===== config.mk =====
export PLATFORM = sky130hd
export DESIGN_NAME = seq_div_4_bit
export DESIGN_NICKNAME = d
export VERILOG_FILES = /design/src/rtl/seq_div_pkg.sv /design/src/rtl/full_sub_4_bit.sv /design/src/rtl/seq_div_4_bit.sv
export SDC_FILE = /design/constraint.sdc
export NUM_CORES = 1
export LEC_CHECK = 0
export ABC_AREA = 1
export BUFFER_PORTS_ARGS = -buffer_cell sky130_fd_sc_hd__clkbuf_2
export CAP_MARGIN = 10
export CORE_MARGIN = 4
export CORE_UTILIZATION = 50
export DETAILED_ROUTE_END_ITERATION = 8
export PLACE_DENSITY = 0.85
export SYNTH_ARGS = -nofsm -noshare
export SYNTH_HDL_FRONTEND = slang
export SYNTH_HIERARCHICAL = 1
export SYNTH_SLANG_ARGS = --single-unit

===== constraint.sdc =====
create_clock -name clk -period 3.7 [get_ports clk]
set_input_delay 0 -clock clk [delete_from_list [all_inputs] [get_ports clk]]
set_output_delay 0 -clock clk [all_outputs]
set_load 0.05 [all_outputs]

===== src/rtl/seq_div_pkg.sv =====
// Shared types and constants for the sequential 4-bit divider.
// Holds the FSM state encoding, the step count and the divide-by-zero quotient.
package seq_div_pkg;

   typedef enum logic [1:0] {
      IDLE = 2'd0,
      CALC = 2'd1,
      DONE = 2'd2
   } div_state_t;

   localparam int         DIV_STEPS = 4;
   localparam logic [3:0] DIV0_QUOT = 4'hF;

endpackage


===== src/rtl/full_sub_4_bit.sv =====
// 4-bit ripple-borrow subtractor: diff = a - b - bin.
// Ports: a, b (minuend/subtrahend), bin (borrow in), diff, bout (borrow out).
module full_sub_4_bit (
   input  logic [3:0] a,
   input  logic [3:0] b,
   input  logic       bin,
   output logic [3:0] diff,
   output logic       bout
);

   logic [4:0] br;

   assign br[0] = bin;

   for (genvar i = 0; i < 4; i++) begin : g_bit
      assign diff[i]  = a[i] ^ b[i] ^ br[i];
      assign br[i+1]  = (~a[i] & b[i]) | (~(a[i] ^ b[i]) & br[i]);
   end

   assign bout = br[4];

endmodule


===== src/rtl/seq_div_4_bit.sv =====
// Multicycle 4-bit unsigned restoring divider, one quotient bit per clock.
// Ports: clk, reset (sync, active-high), start, dividend, divisor ->
//   busy (in CALC), done (1-cycle pulse), quotient, remainder, div_by_zero.
// Option: define SEQ_DIV_EARLY_EXIT_EN to finish at once when dividend < divisor.
module seq_div_4_bit
   import seq_div_pkg::*;
#(
   parameter int WIDTH = 4
) (
   input  logic             clk,
   input  logic             reset,
   input  logic             start,
   input  logic [WIDTH-1:0] dividend,
   input  logic [WIDTH-1:0] divisor,
   output logic             busy,
   output logic             done,
   output logic [WIDTH-1:0] quotient,
   output logic [WIDTH-1:0] remainder,
   output logic             div_by_zero
);

   if (WIDTH != 4) begin : g_width_chk
      $error("seq_div_4_bit: WIDTH must be 4");
   end

   div_state_t state, state_n;

   logic [WIDTH-1:0] r, q, d;
   logic [1:0]       cnt;
   logic             dz;

   logic [WIDTH:0]   s;
   logic [WIDTH-1:0] sub_a, sub_b, diff;
   logic             borrow;
   logic             accept;
   logic             take;
   logic             div0;
   logic             last;

   assign s      = {r, q[WIDTH-1]};
   assign accept = s[WIDTH] | ~borrow;
   assign take   = start && (state != CALC);
   assign div0   = (divisor == '0);
   assign last   = (cnt == 2'(DIV_STEPS - 1));

   // Outside CALC the subtractor is idle, so it doubles as the
   // dividend < divisor comparator for the early-exit path.
   assign sub_a = (state == CALC) ? s[WIDTH-1:0] : dividend;
   assign sub_b = (state == CALC) ? d : divisor;

   full_sub_4_bit u_sub (
      .a    (sub_a),
      .b    (sub_b),
      .bin  (1'b0),
      .diff (diff),
      .bout (borrow)
   );

   always_ff @(posedge clk) begin
      if (reset) state <= IDLE;
      else       state <= state_n;
   end

   always_comb begin
      state_n = state;
      unique case (state)
         IDLE, DONE: begin
            state_n = IDLE;
            if (start) begin
               if (div0)        state_n = DONE;
`ifdef SEQ_DIV_EARLY_EXIT_EN
               else if (borrow) state_n = DONE;
`endif
               else             state_n = CALC;
            end
         end
         CALC:    if (last) state_n = DONE;
         default: state_n = IDLE;
      endcase
   end

   always_ff @(posedge clk) begin
      if (reset) begin
         r   <= '0;
         q   <= '0;
         d   <= '0;
         cnt <= '0;
         dz  <= 1'b0;
      end else if (take) begin
         d   <= divisor;
         cnt <= '0;
         dz  <= div0;
         if (div0) begin
            q <= DIV0_QUOT;
            r <= dividend;
`ifdef SEQ_DIV_EARLY_EXIT_EN
         end else if (borrow) begin
            q <= '0;
            r <= dividend;
`endif
         end else begin
            q <= dividend;
            r <= '0;
         end
      end else if (state == CALC) begin
         r   <= accept ? diff : s[WIDTH-1:0];
         q   <= {q[WIDTH-2:0], accept};
         cnt <= cnt + 2'd1;
      end
   end

   assign busy        = (state == CALC);
   assign done        = (state == DONE);
   assign quotient    = q;
   assign remainder   = r;
   assign div_by_zero = dz;

endmodule


; ---- Yosys cells after proc, flatten, opt, wreduce, memory -nomap -nowiden
; Cells that the tools add are included.
; W data, S select, Z words.
[word_totals]
wordCells = 57
output_inout_bits = 11
regBits = 17
input_bits = 11
[classes]
addsub = 1
muxes = 13
bitwise = 26
n_eq_ne = 5
n_reduce_logical = 6
[op_table]
columns = operator, count
row1 = $mux W4, 9
row2 = $not A1 Y1, 8
row3 = $and A1 B1 Y1, 7
row4 = $xor A1 B1 Y1, 7
row5 = $mux W2, 3
row6 = $eq A2 B2 Y1 const B, 2
row7 = $logic_not A4 Y1, 1
row8 = $ne A2 B1 Y1 const B, 2
row9 = $or A1 B1 Y1, 4
row10 = $pmux W2 S2, 1
row11 = $reduce_or A2 Y1, 2
row12 = $add A2 B1 Y2 const B, 1
row13 = $eq A2 B1 Y1 const B, 1
row14 = $logic_not A2 Y1, 1
row15 = $reduce_bool A2 Y1, 1
row16 = $logic_and A1 B1 Y1, 1

; ---- Logic depth before layout (Yosys ltp)
; Gate-level depths: netlist of the first run.
[logic_depth]
depth_word = 15
ltp_mapped = 19
depth_no_buf = 18

; ---- Modules after synthesis
; The synthesis of the first run kept the hierarchy.
[by_module_without_submodules]
columns = mod, instances, seq_area_each_um2, cells_per_inst, area_per_inst_um2
row1 = seq_div_4_bit, 1, 340.3, 158, 969.7
row2 = full_sub_4_bit, 1, 0.0, 14, 117.6

; ---- Worst setup path after synthesis of the first run
; OpenSTA, ideal clock, no wires.
[synth_path]
kind = register to register
from = register q[3], in the netlist quotient[3]
to = register r[3], in the netlist remainder[3]
path_stages_with_launch = 15
setup_ns = 0.109
required_time_ns = 3.591
arrival_ns = 2.652
setup_slack_ns = 0.939
period_less_slack_ns = 2.761
n_path_buf = 0
cell_sequence = dfxtp_1 -> inv_1 -> o21bai_1 -> fa_1 -> inv_1 -> fa_1 -> fa_1 -> inv_1 -> fa_1 -> inv_1 -> nand2_1 -> nand3_1 -> nand3_1 -> nand2_1 -> inv_1
[synth_via]
word_cells_on_any_way = 15
cone_classes = mux: 4 / bitwise: 11
[synth_lines]
columns = element, line_no
row1 = "start, declared", seq_div_4_bit.sv:28  ; logic [WIDTH-1:0] r, q, d;
row2 = "start signal, assigned", seq_div_4_bit.sv:102  ; q <= dividend;
row3 = "start signal, assigned", seq_div_4_bit.sv:107  ; q <= {q[WIDTH-2:0], accept};
row4 = $mux W4, seq_div_4_bit.sv:48  ; assign sub_a = (state == CALC) ? s[WIDTH-1:0] : dividend;
row5 = via sub_a[0], seq_div_4_bit.sv:33  ; logic [WIDTH-1:0] sub_a, sub_b, diff;
row6 = $not A1 Y1, full_sub_4_bit.sv:17  ; assign br[i+1] = (~a[i] & b[i]) | (~(a[i] ^ b[i]) & br[i]);
row7 = $and A1 B1 Y1 (2 in series), full_sub_4_bit.sv:17
row8 = $or A1 B1 Y1, full_sub_4_bit.sv:17
row9 = $and A1 B1 Y1, full_sub_4_bit.sv:17
row10 = $or A1 B1 Y1, full_sub_4_bit.sv:17
row11 = $xor A1 B1 Y1, full_sub_4_bit.sv:16  ; assign diff[i] = a[i] ^ b[i] ^ br[i];
row12 = via diff[3], seq_div_4_bit.sv:33
row13 = $mux W4, seq_div_4_bit.sv:106  ; r <= accept ? diff : s[WIDTH-1:0];
row14 = $mux W4, seq_div_4_bit.sv:105  ; end else if (state == CALC) begin
row15 = $mux W4, seq_div_4_bit.sv:89  ; end else if (take) begin
row16 = "end signal, assigned", seq_div_4_bit.sv:95  ; r <= dividend;
row17 = "end signal, assigned", seq_div_4_bit.sv:106
row18 = "end, declared", seq_div_4_bit.sv:28
; The timed path passes the listed nets, and every way through them passes these cells. The select of a mux whose other input is x is not followed.
; A chain may end at the register's enable or synchronous reset.

; ---- Final worst setup path of the first run
[layout_path]
from = register state[0]
to = register r[3], in the netlist remainder[3]
[layout_via]
word_cells_on_any_way = 32
cone_classes = eq/ne: 2 / mux: 5 / bitwise: 23 / reduce/logical: 2
[layout_lines]
columns = element, line_no
row1 = "start, declared", seq_div_4_bit.sv:26  ; div_state_t state, state_n;
row2 = "start signal, assigned", seq_div_4_bit.sv:61  ; else state <= state_n;
row3 = $eq A2 B1 Y1, seq_div_4_bit.sv:48
row4 = $mux W4, seq_div_4_bit.sv:48
row5 = via sub_a[0], seq_div_4_bit.sv:33
row6 = $not A1 Y1, full_sub_4_bit.sv:17
row7 = $and A1 B1 Y1 (2 in series), full_sub_4_bit.sv:17
row8 = $or A1 B1 Y1, full_sub_4_bit.sv:17
row9 = $and A1 B1 Y1, full_sub_4_bit.sv:17
row10 = $or A1 B1 Y1, full_sub_4_bit.sv:17
row11 = $xor A1 B1 Y1, full_sub_4_bit.sv:16
row12 = via diff[3], seq_div_4_bit.sv:33
row13 = $mux W4, seq_div_4_bit.sv:106
row14 = $mux W4, seq_div_4_bit.sv:105
row15 = $mux W4, seq_div_4_bit.sv:89
; The timed path passes the listed nets, and every way through them passes these cells. The select of a mux whose other input is x is not followed.

==> flow_summary_export.csv, run 1 <==
group,metric,value,unit
timing,finalClockSkew,8.56,ps
worst_setup_path,worstRegToRegCells,14,
logic_synthesis,syn_avg_cell_area,6.32,sq um
timing,min_period,3090,ps
route,routed_via_density,5.13,
hold_path,min_from,"dividend[1]",
placed_design,dp_cells,218,
global_routing,antenna_found_initial,0,
worst_setup_path,worstSetupStartpoint,"state[0]$_SDFFE_PP0P_",
global_routing,grt_pass1_wl,4.77,mm
die,io_pins,22,
clocking,clk_latency,300,ps
finish,drive_above_1_share,0.144,
clocking,cts_buffer_depth,2,
worst_setup_path,cp_top_family,"adder cells",
die,dieArea,2980,sq um
timing,setup_ws,608,ps
clocking,path_clk_slew,110,ps
worst_setup_path,crit_cells,14,
timing,fin_tns_setup,0,ps
clocking,cts_sinks,17,
route,via_count,1170,
global_routing,grt_max_degree,25,
route,drt_wl_total,2.76,mm
timing,hold-worst-slack,30.1,ps
placed_design,detailedPlace.worstSlack,707,ps
route,drc_errors,0,
worst_setup_path,cp_cell_sequence,"nand2_2, o21bai_1, fa_1, inv_1, fa_1, fa_1, inv_1, fa_1, inv_1, nand2_1, nand3_1, nand3_1, nand2_1, inv_1",
logic_synthesis,ys_types,18,
hold_path,whs_path_depth,5,
pwr,p_leak,0.728,nW
logic_synthesis,synth-seq-cells,17,
finish,fill_cells,188,
worst_setup_path,endpoint,"remainder[3]$_SDFFE_PP0P_",
worst_setup_path,path_class,"flip-flop to flip-flop",
die,die_w,54.6,microns
finish,antennaDiodeCount,0,
finish,mostFrequentLayoutCell,"inv_1",
finish,mostFrequentLayoutCells,"inv_1, nand2_1, nand3_1, clkbuf_2, dfxtp_1",
global_routing,grt_overflow_total,0,
die,coreArea,2020,sq um
clocking,numCtsBuffers,3,
route,dr.pass1.iters,5,
finish,syn_to_final_growth,19.4,%
die,num_rows,16,
timing,setup-violations-final,0,
worst_setup_path,path_max_fanout,24,
placed_design,dp_hpwl,2.10,mm
pwr,power.total,0.497,mW
worst_setup_path,r2r-start,"state[0]$_SDFFE_PP0P_",
worst_setup_path,start_kind,"flip-flop",
worst_setup_path,rrSetupSlack,610,ps
timing,fin_crit_sh,0.836,
placed_design,placed_area,1210,sq um
worst_setup_path,cpMaxStageDelayCell,"dfxtp_1",
timing,max_clock_freq,323,MHz
clocking,cts_tree,"built",
route,drtIter0Drc,32,
worst_setup_path,crit_path_end_kind,"flip-flop",
placed_design,port_buffers,21,
clocking,cts-resized-gates,0,
global_routing,grt_pass1_vias,1196,
timing,rsz0062_at_grt,"no",
worst_setup_path,r2r-end,"remainder[3]$_SDFFE_PP0P_",
worst_setup_path,cpPeakStageDelay,460,ps
logic_synthesis,ys_warn_count,6,
clocking,htreeDepth,1,
worst_setup_path,cp_num_buf_inv,4,
clocking,clockRootBuffer,"clkbuf_4",
timing,hold_violations,0,
pwr,ir_worst_vdd,0.310,mV
global_routing,grt_use_total,0.221,
pwr,p_per_area,383,nW/um^2
die,die_y,54.6,microns
finish,instances_no_fill,228,
timing,slew_violations,0,
die,initial_utilization,0.538,
hold_path,min_path_type,"input pin to flip-flop",
route,postRouteAntennaNets,0,
logic_synthesis,ys_seq_area_frac,0.313,
flow_run,drv_cap,0,
placed_design,finalWeightedCongestion,0.948,
logic_synthesis,netlist_area,1090,sq um
finish,nets,218,
status,status,"completed",
worst_setup_path,required,3910,ps
logic_synthesis,synth_nets,188,
finish,final_util,0.642,
finish,final_area,1300,sq um
worst_setup_path,arrival,3300,ps
logic_synthesis,synthCells,172,
route,wl_per_cell,12.1,microns
how the worst min path moves through the flow:
stage | endpoint
final | quotient[1]$_SDFFE_PP0P_
after global routing | quotient[1]$_SDFFE_PP0P_
after CTS | quotient[1]$_SDFFE_PP0P_
after detailed placement | quotient[1]$_SDFFE_PP0P_
after global placement | div_by_zero$_SDFFE_PP0P_
after floorplan | div_by_zero$_SDFFE_PP0P_
cell usage after synthesis:
| library cell | number | area, sq um |
|---|---|---|
| inv_2 | 2 | 7.51 |
| xor2_1 | 1 | 8.76 |
| clkinv_1 | 1 | 3.75 |
| conb_1 | 1 | 3.75 |
| buf_6 | 1 | 11.3 |
| dfxtp_1 | 17 | 340 |
| inv_1 | 42 | 158 |
| nand3_1 | 21 | 105 |
| nand2_2 | 2 | 12.5 |
| nand2_1 | 38 | 143 |
| o21ai_0 | 13 | 65.1 |
| o21bai_1 | 4 | 30.0 |
| a21oi_1 | 11 | 55.1 |
| ha_1 | 1 | 12.5 |
| a31oi_1 | 1 | 6.26 |
| fa_1 | 4 | 80.1 |
| clkbuf_1 | 1 | 3.75 |
| nor2_1 | 11 | 41.3 |
worst register-to-register path, stage by stage, from the launching register on:
cell and delay (ps):
dfxtp_1 460, nand2_2 310, o21bai_1 330, fa_1 230
inv_1 50, fa_1 390, fa_1 390, inv_1 80
fa_1 410, inv_1 60, nand2_1 50, nand3_1 70
nand3_1 70, nand2_1 60, inv_1 30
routing by layer:
| layer | global-route usage | share of wire | up-vias |
|---|---|---|---|
| li1 | - | - | 579 |
| met1 | 0.247 | 0.42 | 546 |
| met2 | 0.386 | 0.52 | 38 |
| met3 | 0.0463 | 0.044 | 7 |
| met4 | 0.116 | 0.021 | 0 |
| met5 | 0 | 0 | - |
cell families (layout without fill, tap and decap cells):
kind of cell / Yosys count / count (layout) / synth area share
flops: 17 / 17 / 0.313
simple gates: 72 / 72 / 0.277
xor+xnor: 1 / 1 / 0.00806
compound gates: 29 / 29 / 0.144
other cells: 1 / 1 / 0.00345
fa+ha+maj: 5 / 5 / 0.0852
buf+inv: 47 / 76 / 0.169
flip-flops by register name, summed over array words and instances, names as in the netlist:
| register | flops |
|---|---|
| remainder | 4 |
| state | 2 |
| div_by_zero | 1 |
| cnt | 2 |
| d | 4 |
| quotient | 4 |
power by group:
part           total [mW]  leakage [nW]  internal, mW  switching (mW)
Clock               0.105        0.0177        0.0404          0.0645
Sequential          0.207         0.140         0.197         0.00986
Combinational       0.185         0.571        0.0582           0.127
cell type report:
class | count | area (sq um) | share of cell area
Sequential cell | 17 | 340 | 0.262
Inverter | 45 | 169 | 0.130
Timing Repair Buffer | 27 | 165 | 0.127
Multi-Input combinational cell | 108 | 563 | 0.434
Clock buffer | 3 | 22.5 | 0.0173
Clock inverter | 1 | 5.00 | 0.00385
Tap cell | 27 | 33.8 | 0.0260
repair_timing:
| item | CTS | global route |
|---|---|---|
| hold endpoints to repair | 11 | 0 |
| buffers inserted | 0 | 0 |
| hold buffers | 6 | 0 |
Power figures use the tool's default switching activity.
==> run 2, diff against run 1 <==
Settings changed: ABC_AREA 1 to 0, PLACE_DENSITY 0.85 to 0.86.
Clock period 3.7 ns to 3 ns, I/O delays scaled along.
==> run 2 against run 1 <==
  * Routed wire length shrank 15%
  * Utilization grew 2.9 points
  * Synthesized cell count shrank 27%
  * Synthesized area shrank 9.6%
  * Final area shrank 6.8%
  * Critical path depth grew 2
  * Non-clock buffer count grew 2
  * Hold slack lost 21 ps
  * Die area shrank 8.2%
  * Worst setup slack lost 460 ps
  * Via count shrank 17%
  * Cell count shrank 23%
==> flow_summary_export.csv, run 2 <==
group,metric,value,unit
worst_setup_path,worstSetupStartpoint,"state[1]$_SDFFE_PP0P_",
logic_synthesis,synth_ff_type,"dfxtp_1",
timing,finalClockSkew,4.02,ps
worst_setup_path,r2r-start,"state[1]$_SDFFE_PP0P_",
logic_synthesis,ys_warn_count,6,
route,routed_via_density,5.49,
clocking,htreeDepth,1,
worst_setup_path,rrSetupSlack,150,ps
timing,hold-worst-slack,9.57,ps
finish,fill_cells,166,
logic_synthesis,synth_commonest_cells,"nand2_1, dfxtp_1, inv_1",
route,drc_errors,0,
clocking,clk_latency,300,ps
finish,mostFrequentLayoutCell,"nand2_1",
logic_synthesis,yosysMostFrequentCell,"nand2_1",
die,die_y,52.4,microns
logic_synthesis,synth_area_leader_cell,"dfxtp_1",
die,num_rows,15,
clocking,cts_tree,"built",
pwr,p_leak,0.561,nW
clocking,cts_buffer_depth,2,
route,drtIter0Drc,42,
logic_synthesis,synth_nets,141,
route,dr.pass1.iters,5,
global_routing,grt_use_total,0.195,
worst_setup_path,cp_cell_sequence,"nand2b_4, inv_4, nand2_1, nand2_1, inv_2, fa_2, inv_2, fa_2, fa_2, inv_2, fa_2, inv_2, nand2b_4, mux2_4, a222oi_1, nor2_1",
worst_setup_path,path_max_fanout,6,
flow_run,drv_cap,0,
logic_synthesis,synth_top_area_frac,0.346,
logic_synthesis,synth_edf_count,0,
timing,max_clock_freq,351,MHz
worst_setup_path,arrival,3050,ps
clocking,clockRootBuffer,"clkbuf_4",
route,drt_wl_total,2.35,mm
clocking,path_clk_slew,100,ps
timing,rsz0062_at_grt,"yes",
die,die_w,52.4,microns
global_routing,grt_pass1_vias,886,
pwr,seqPwrFrac,0.427,
finish,antennaDiodeCount,0,
pwr,clkPwrFrac,0.213,
clocking,numCtsBuffers,3,
finish,syn_to_final_growth,23.0,%
die,coreArea,1800,sq um
die,initial_utilization,0.546,
timing,fin_tns_setup,0,ps
logic_synthesis,synth_area_leaders,"dfxtp_1, nand2_1, fa_1",
worst_setup_path,required,3190,ps
global_routing,grt_max_degree,18,
worst_setup_path,endpoint,"remainder[1]$_SDFFE_PP0P_",
logic_synthesis,synth-seq-cells,17,
pwr,p_int,0.378,mW
finish,nets,168,
global_routing,grt_overflow_total,0,
route,via_count,967,
timing,min_period,2850,ps
placed_design,finalWeightedCongestion,0.869,
finish,multi_input_area,578,sq um
finish,mostFrequentLayoutCells,"nand2_1, clkbuf_2, dfxtp_1, nor2_1, a21oi_1",
worst_setup_path,path_class,"flip-flop to flip-flop",
placed_design,placed_area,1130,sq um
logic_synthesis,synthCells,125,
placed_design,dp_hpwl,1.74,mm
worst_setup_path,r2r-end,"remainder[1]$_SDFFE_PP0P_",
worst_setup_path,cpMaxStageDelayCell,"dfxtp_2",
timing,slew_violations,0,
timing,fin_crit_sh,0.950,
route,postRouteAntennaNets,0,
worst_setup_path,worstRegToRegCells,16,
placed_design,port_buffers,21,
status,status,"completed",
pwr,ir_worst_vdd,0.382,mV
logic_synthesis,ys_types,28,
worst_setup_path,cpPeakStageDelay,340,ps
global_routing,antenna_found_initial,0,
clocking,cts_sinks,17,
timing,setup-violations-final,0,
logic_synthesis,ys_seq_area_frac,0.346,
worst_setup_path,start_kind,"flip-flop",
route,wl_per_cell,13.3,microns
pwr,power.total,0.596,mW
worst_setup_path,crit_path_end_kind,"flip-flop",
pwr,p_sw_frac,0.366,
die,io_pins,22,
pwr,p_per_area,492,nW/um^2
finish,regArea,343,sq um
die,dieArea,2740,sq um
pwr,p_switching,0.218,mW
logic_synthesis,syn_avg_cell_area,7.87,sq um
global_routing,grt_pass1_wl,3.91,mm
hold_path,min_path_type,"input pin to flip-flop",
timing,hold_violations,0,
logic_synthesis,async_flop_share,0,
pwr,combPwrFrac,0.360,
logic_synthesis,netlist_area,983,sq um
finish,drive_above_1_share,0.331,
finish,final_area,1210,sq um
[run 2: worst min path at each step]
stage / from / depth (start not counted) / endpoint / slack [ps]
final: dividend[0] / 3 / remainder[0]$_SDFFE_PP0P_ / 10
after global routing: dividend[2] / 3 / remainder[2]$_SDFFE_PP0P_ / 20
after CTS: dividend[0] / 3 / remainder[0]$_SDFFE_PP0P_ / 10
after detailed placement: divisor[2] / 3 / d[2]$_SDFFE_PP0P_ / 280
after global placement: divisor[3] / 3 / d[3]$_SDFFE_PP0P_ / 280
after floorplan: divisor[0] / 2 / d[0]$_SDFFE_PP0P_ / 150
[run 2: area by class of cell]
type | count | share of cell area
inverter | 13 | 0.0424
timing repair buffer | 29 | 0.148
clock inverter | 1 | 0.00414
tap | 25 | 0.0259
multi-input combinational | 88 | 0.478
clock buffer | 3 | 0.0186
sequential | 17 | 0.283
[run 2: routing by layer]
layer  track usage  up-vias  wire length [microns]
met5             0        -                      0
met4        0.0979        0                     86
met3        0.0399        9                    166
met2         0.302       34                   1110
met1         0.253      456                    990
li1              -      468                      -
[run 2: stage by stage]
| step | cells | setup WS (ps) | util |
|---|---|---|---|
| 2_1_floorplan | 125 | -18.0 | - |
| 3_3_place_gp | 167 | 187 | 0.626 |
| 3_5_place_dp | 167 | 161 | 0.626 |
| 4_1_cts | 175 | 127 | 0.663 |
| 5_1_grt | 176 | -10.7 | 0.672 |
| 6_report | 176 | 149 | 0.672 |
[run 2: what timing repair did]
| action | in CTS | in global routing |
|---|---|---|
| gates resized for setup | 0 | 5 |
| hold buffers | 4 | 0 |
| endpoints found under the setup margin | 0 | 4 |
| setup buffers | 0 | 1 |
| hold endpoints to repair | 4 | 0 |
[run 2: kinds of logic (layout without fill, tap and decap cells)]
| kind of cell | Yosys count | after routing | share of synthesized area |
|---|---|---|---|
| compound gates | 21 | 21 | 0.150 |
| fa+ha+maj | 5 | 5 | 0.0941 |
| mux | 4 | 4 | 0.0458 |
| buf+inv | 20 | 46 | 0.102 |
| other cells | 1 | 1 | 0.00381 |
| simple gates | 57 | 57 | 0.258 |
| flops | 17 | 17 | 0.346 |
[run 2: power groups by stage]
stage	Sequential (mW)	Clock, mW	Combinational (mW)
after global routing	0.257	0.140	0.234
final	0.254	0.127	0.215
after floorplan	0.290	0	0.132
after CTS	0.254	0.127	0.207
after detailed placement	0.260	0	0.202
after global placement	0.259	0	0.197
[run 2: worst max-delay path, delay by kind of cell, from the launching register on]
kind	cells	cell delay [ps]
adder cells (fa/ha/maj)	4	1030
AND/OR/NAND/NOR	5	450
flip-flops	1	340
AO/OA/AOI/OAI	1	340
multiplexers	1	310
buffers and inverters	5	300
==> run 3, diff against run 2 <==
Settings changed: PLACE_DENSITY 0.86 to 0.85, SYNTH_HIERARCHICAL 1 to not set.
==> run 3 against run 2 <==
  * Hold slack improved by 12 ps
  * Utilization down 2.7 points
  * Die area is 0.96% higher
  * Synthesized area rose by 1.1%
  * Via count down 1.6%
  * Cell count down 6.8%
  * Worst setup slack better by 31 ps
  * Synthesized cell count is 4.8% lower
  * Register-to-register slack better by 30 ps
  * Critical path type unchanged
  * Critical endpoint unchanged
  * Largest cell class unchanged
  * Largest power group unchanged
==> flow_summary_export.csv, run 3 <==
group,metric,value,unit
worst_setup_path,crit_path_end_kind,"flip-flop",
status,status,"completed",
clocking,clk_latency,290,ps
worst_setup_path,r2r-end,"remainder[1]$_SDFFE_PP0P_",
logic_synthesis,synth-seq-cells,17,
route,routed_via_density,5.80,
logic_synthesis,synth_edf_count,0,
timing,setup-violations-final,0,
timing,fin_tns_setup,0,ps
logic_synthesis,synth_top_area_frac,0.342,
die,initial_utilization,0.552,
worst_setup_path,path_max_fanout,9,
die,die_w,52.6,microns
route,drt_wl_total,2.35,mm
die,io_pins,22,
timing,finalClockSkew,0.801,ps
logic_synthesis,ys_types,29,
finish,antennaDiodeCount,0,
timing,fin_crit_sh,0.940,
timing,max_clock_freq,355,MHz
timing,hold_violations,0,
clocking,path_clk_slew,100,ps
route,drc_errors,0,
worst_setup_path,cpMaxStageDelayCell,"fa_2",
worst_setup_path,cpPeakStageDelay,430,ps
global_routing,grt_overflow_total,0,
logic_synthesis,synth_commonest_cells,"dfxtp_1, nand2_1, nand3_1",
hold_path,min_to,"remainder[2]$_SDFFE_PP0P_",
logic_synthesis,yosysMostFrequentCell,"dfxtp_1",
logic_synthesis,ys_warn_count,0,
global_routing,grt_max_degree,18,
finish,instances_no_fill,164,
clocking,htreeDepth,1,
global_routing,antenna_found_initial,0,
logic_synthesis,synthCells,119,
route,postRouteAntennaNets,0,
worst_setup_path,arrival,3000,ps
pwr,p_per_area,482,nW/um^2
worst_setup_path,r2r-start,"state[1]$_SDFFE_PP0P_",
clocking,cts_setup_buffers,0,
global_routing,grt_use_total,0.191,
pwr,ir_worst_vdd,0.300,mV
timing,hold-worst-slack,22.1,ps
placed_design,dp_cells,158,
placed_design,port_buffers,21,
logic_synthesis,netlist_area,995,sq um
worst_setup_path,cp_top_family,"adder cells",
worst_setup_path,worstRegToRegCells,10,
logic_synthesis,syn_avg_cell_area,8.36,sq um
route,drtIter0Drc,31,
logic_synthesis,async_flop_share,0,
route,dr.pass1.iters,4,
timing,setup_ws,180,ps
logic_synthesis,synth_ff_type,"dfxtp_1",
route,via_count,952,
placed_design,detailedPlace.worstSlack,118,ps
hold_path,whs_path_depth,3,
worst_setup_path,required,3180,ps
finish,mostFrequentLayoutCell,"clkbuf_2",
finish,final_util,0.644,
finish,syn_to_final_growth,16.7,%
die,coreArea,1800,sq um
clocking,cts_tree,"built",
die,num_rows,15,
logic_synthesis,ys_seq_area_frac,0.342,
finish,nets,156,
clocking,numCtsBuffers,3,
worst_setup_path,crit_top_cell,"fa_1",
timing,tightest_slew,435,ps
pwr,power.total,0.560,mW
hold_path,min_from,"dividend[2]",
timing,max_slew_margin,0.708,
worst_setup_path,path_class,"flip-flop to flip-flop",
logic_synthesis,synth_nets,135,
logic_synthesis,synth_area_leader_cell,"dfxtp_1",
worst_setup_path,cp_cell_sequence,"nand2b_1, mux2i_1, ha_1, inv_1, fa_1, fa_1, fa_2, o21a_1, o21ai_0, a31oi_1",
timing,min_period,2820,ps
finish,final_area,1160,sq um
finish,drive_above_1_share,0.245,
route,wl_per_cell,14.3,microns
worst_setup_path,rrSetupSlack,180,ps
die,dieArea,2770,sq um
global_routing,grt_pass1_wl,3.85,mm
clocking,cts_sinks,17,
clocking,cts_buffer_depth,2,
global_routing,grt_pass1_vias,903,
hold_path,min_path_type,"input pin to flip-flop",
finish,fill_cells,161,
timing,slew_violations,0,
placed_design,placed_area,1110,sq um
flow_run,drv_cap,0,
die,die_y,52.6,microns
placed_design,finalWeightedCongestion,0.884,
worst_setup_path,cp_num_buf_inv,1,
worst_setup_path,start_kind,"flip-flop",
logic_synthesis,synth_area_leaders,"dfxtp_1, fa_1, nand3_1",
pwr,p_leak,0.481,nW
placed_design,dp_hpwl,1.72,mm
timing,rsz0062_at_grt,"no",
clocking,clockRootBuffer,"clkbuf_4",
finish,mostFrequentLayoutCells,"clkbuf_2, dfxtp_1, nand2_1, nand3_1",
run 3: final cells by class:
cell class	instances	area, sq um	share of cell area
flip-flops and latches	17	340	0.293
well taps	25	31.3	0.0269
multi-input cells	86	586	0.504
clock buffers	4	26.3	0.0226
inverters	4	15.0	0.0129
repair buffers	28	163	0.140
run 3: timing repair:
action | 4_1_cts | 5_1_grt
hold buffers | 2 | 0
endpoints found under the setup margin | 0 | 4
hold endpoints to repair | 2 | 0
resized for setup | 0 | 1
run 3: layer usage:
layer	vias to the layer above	wire length, microns	track usage
li1	475	-	-
met1	438	1000	0.228
met2	35	1140	0.316
met3	4	177	0.0427
met4	0	33	0.102
met5	-	0	0
run 3: worst max-delay path by stage:
stage,start,to,slack (ps),depth (start not counted)
after floorplan,state[1]$_SDFFE_PP0P_,remainder[0]$_SDFFE_PP0P_,40,12
after global placement,state[1]$_SDFFE_PP0P_,remainder[2]$_SDFFE_PP0P_,220,10
final,state[1]$_SDFFE_PP0P_,remainder[1]$_SDFFE_PP0P_,180,10
after detailed placement,state[1]$_SDFFE_PP0P_,remainder[1]$_SDFFE_PP0P_,120,10
after CTS,state[1]$_SDFFE_PP0P_,remainder[1]$_SDFFE_PP0P_,90,10
after global routing,state[1]$_SDFFE_PP0P_,remainder[0]$_SDFFE_PP0P_,20,9
run 3: worst reg2reg max path: cells and delay by family, from the launching register on:
kind,cells,cell delay [ps]
buffers and inverters,1,50
flip-flops,1,330
multiplexers,1,230
AND/OR/NAND/NOR,1,240
adder cells (fa/ha/maj),4,1390
AO/OA/AOI/OAI,3,470
run 3: power by group:
| group | switching (mW) | internal [mW] |
|---|---|---|
| clock network | 0.0736 | 0.0518 |
| registers | 0.0140 | 0.241 |
| logic | 0.115 | 0.0644 |
run 3: cells by family after synthesis:
kind of cell / count (synthesis) / synth area share
and+or+nand+nor: 41 / 0.216
AOI/OAI and AO/OA: 36 / 0.244
DFF: 17 / 0.342
buffers and inverters: 16 / 0.0717
adders and majority gates: 5 / 0.0855
muxes: 4 / 0.0403
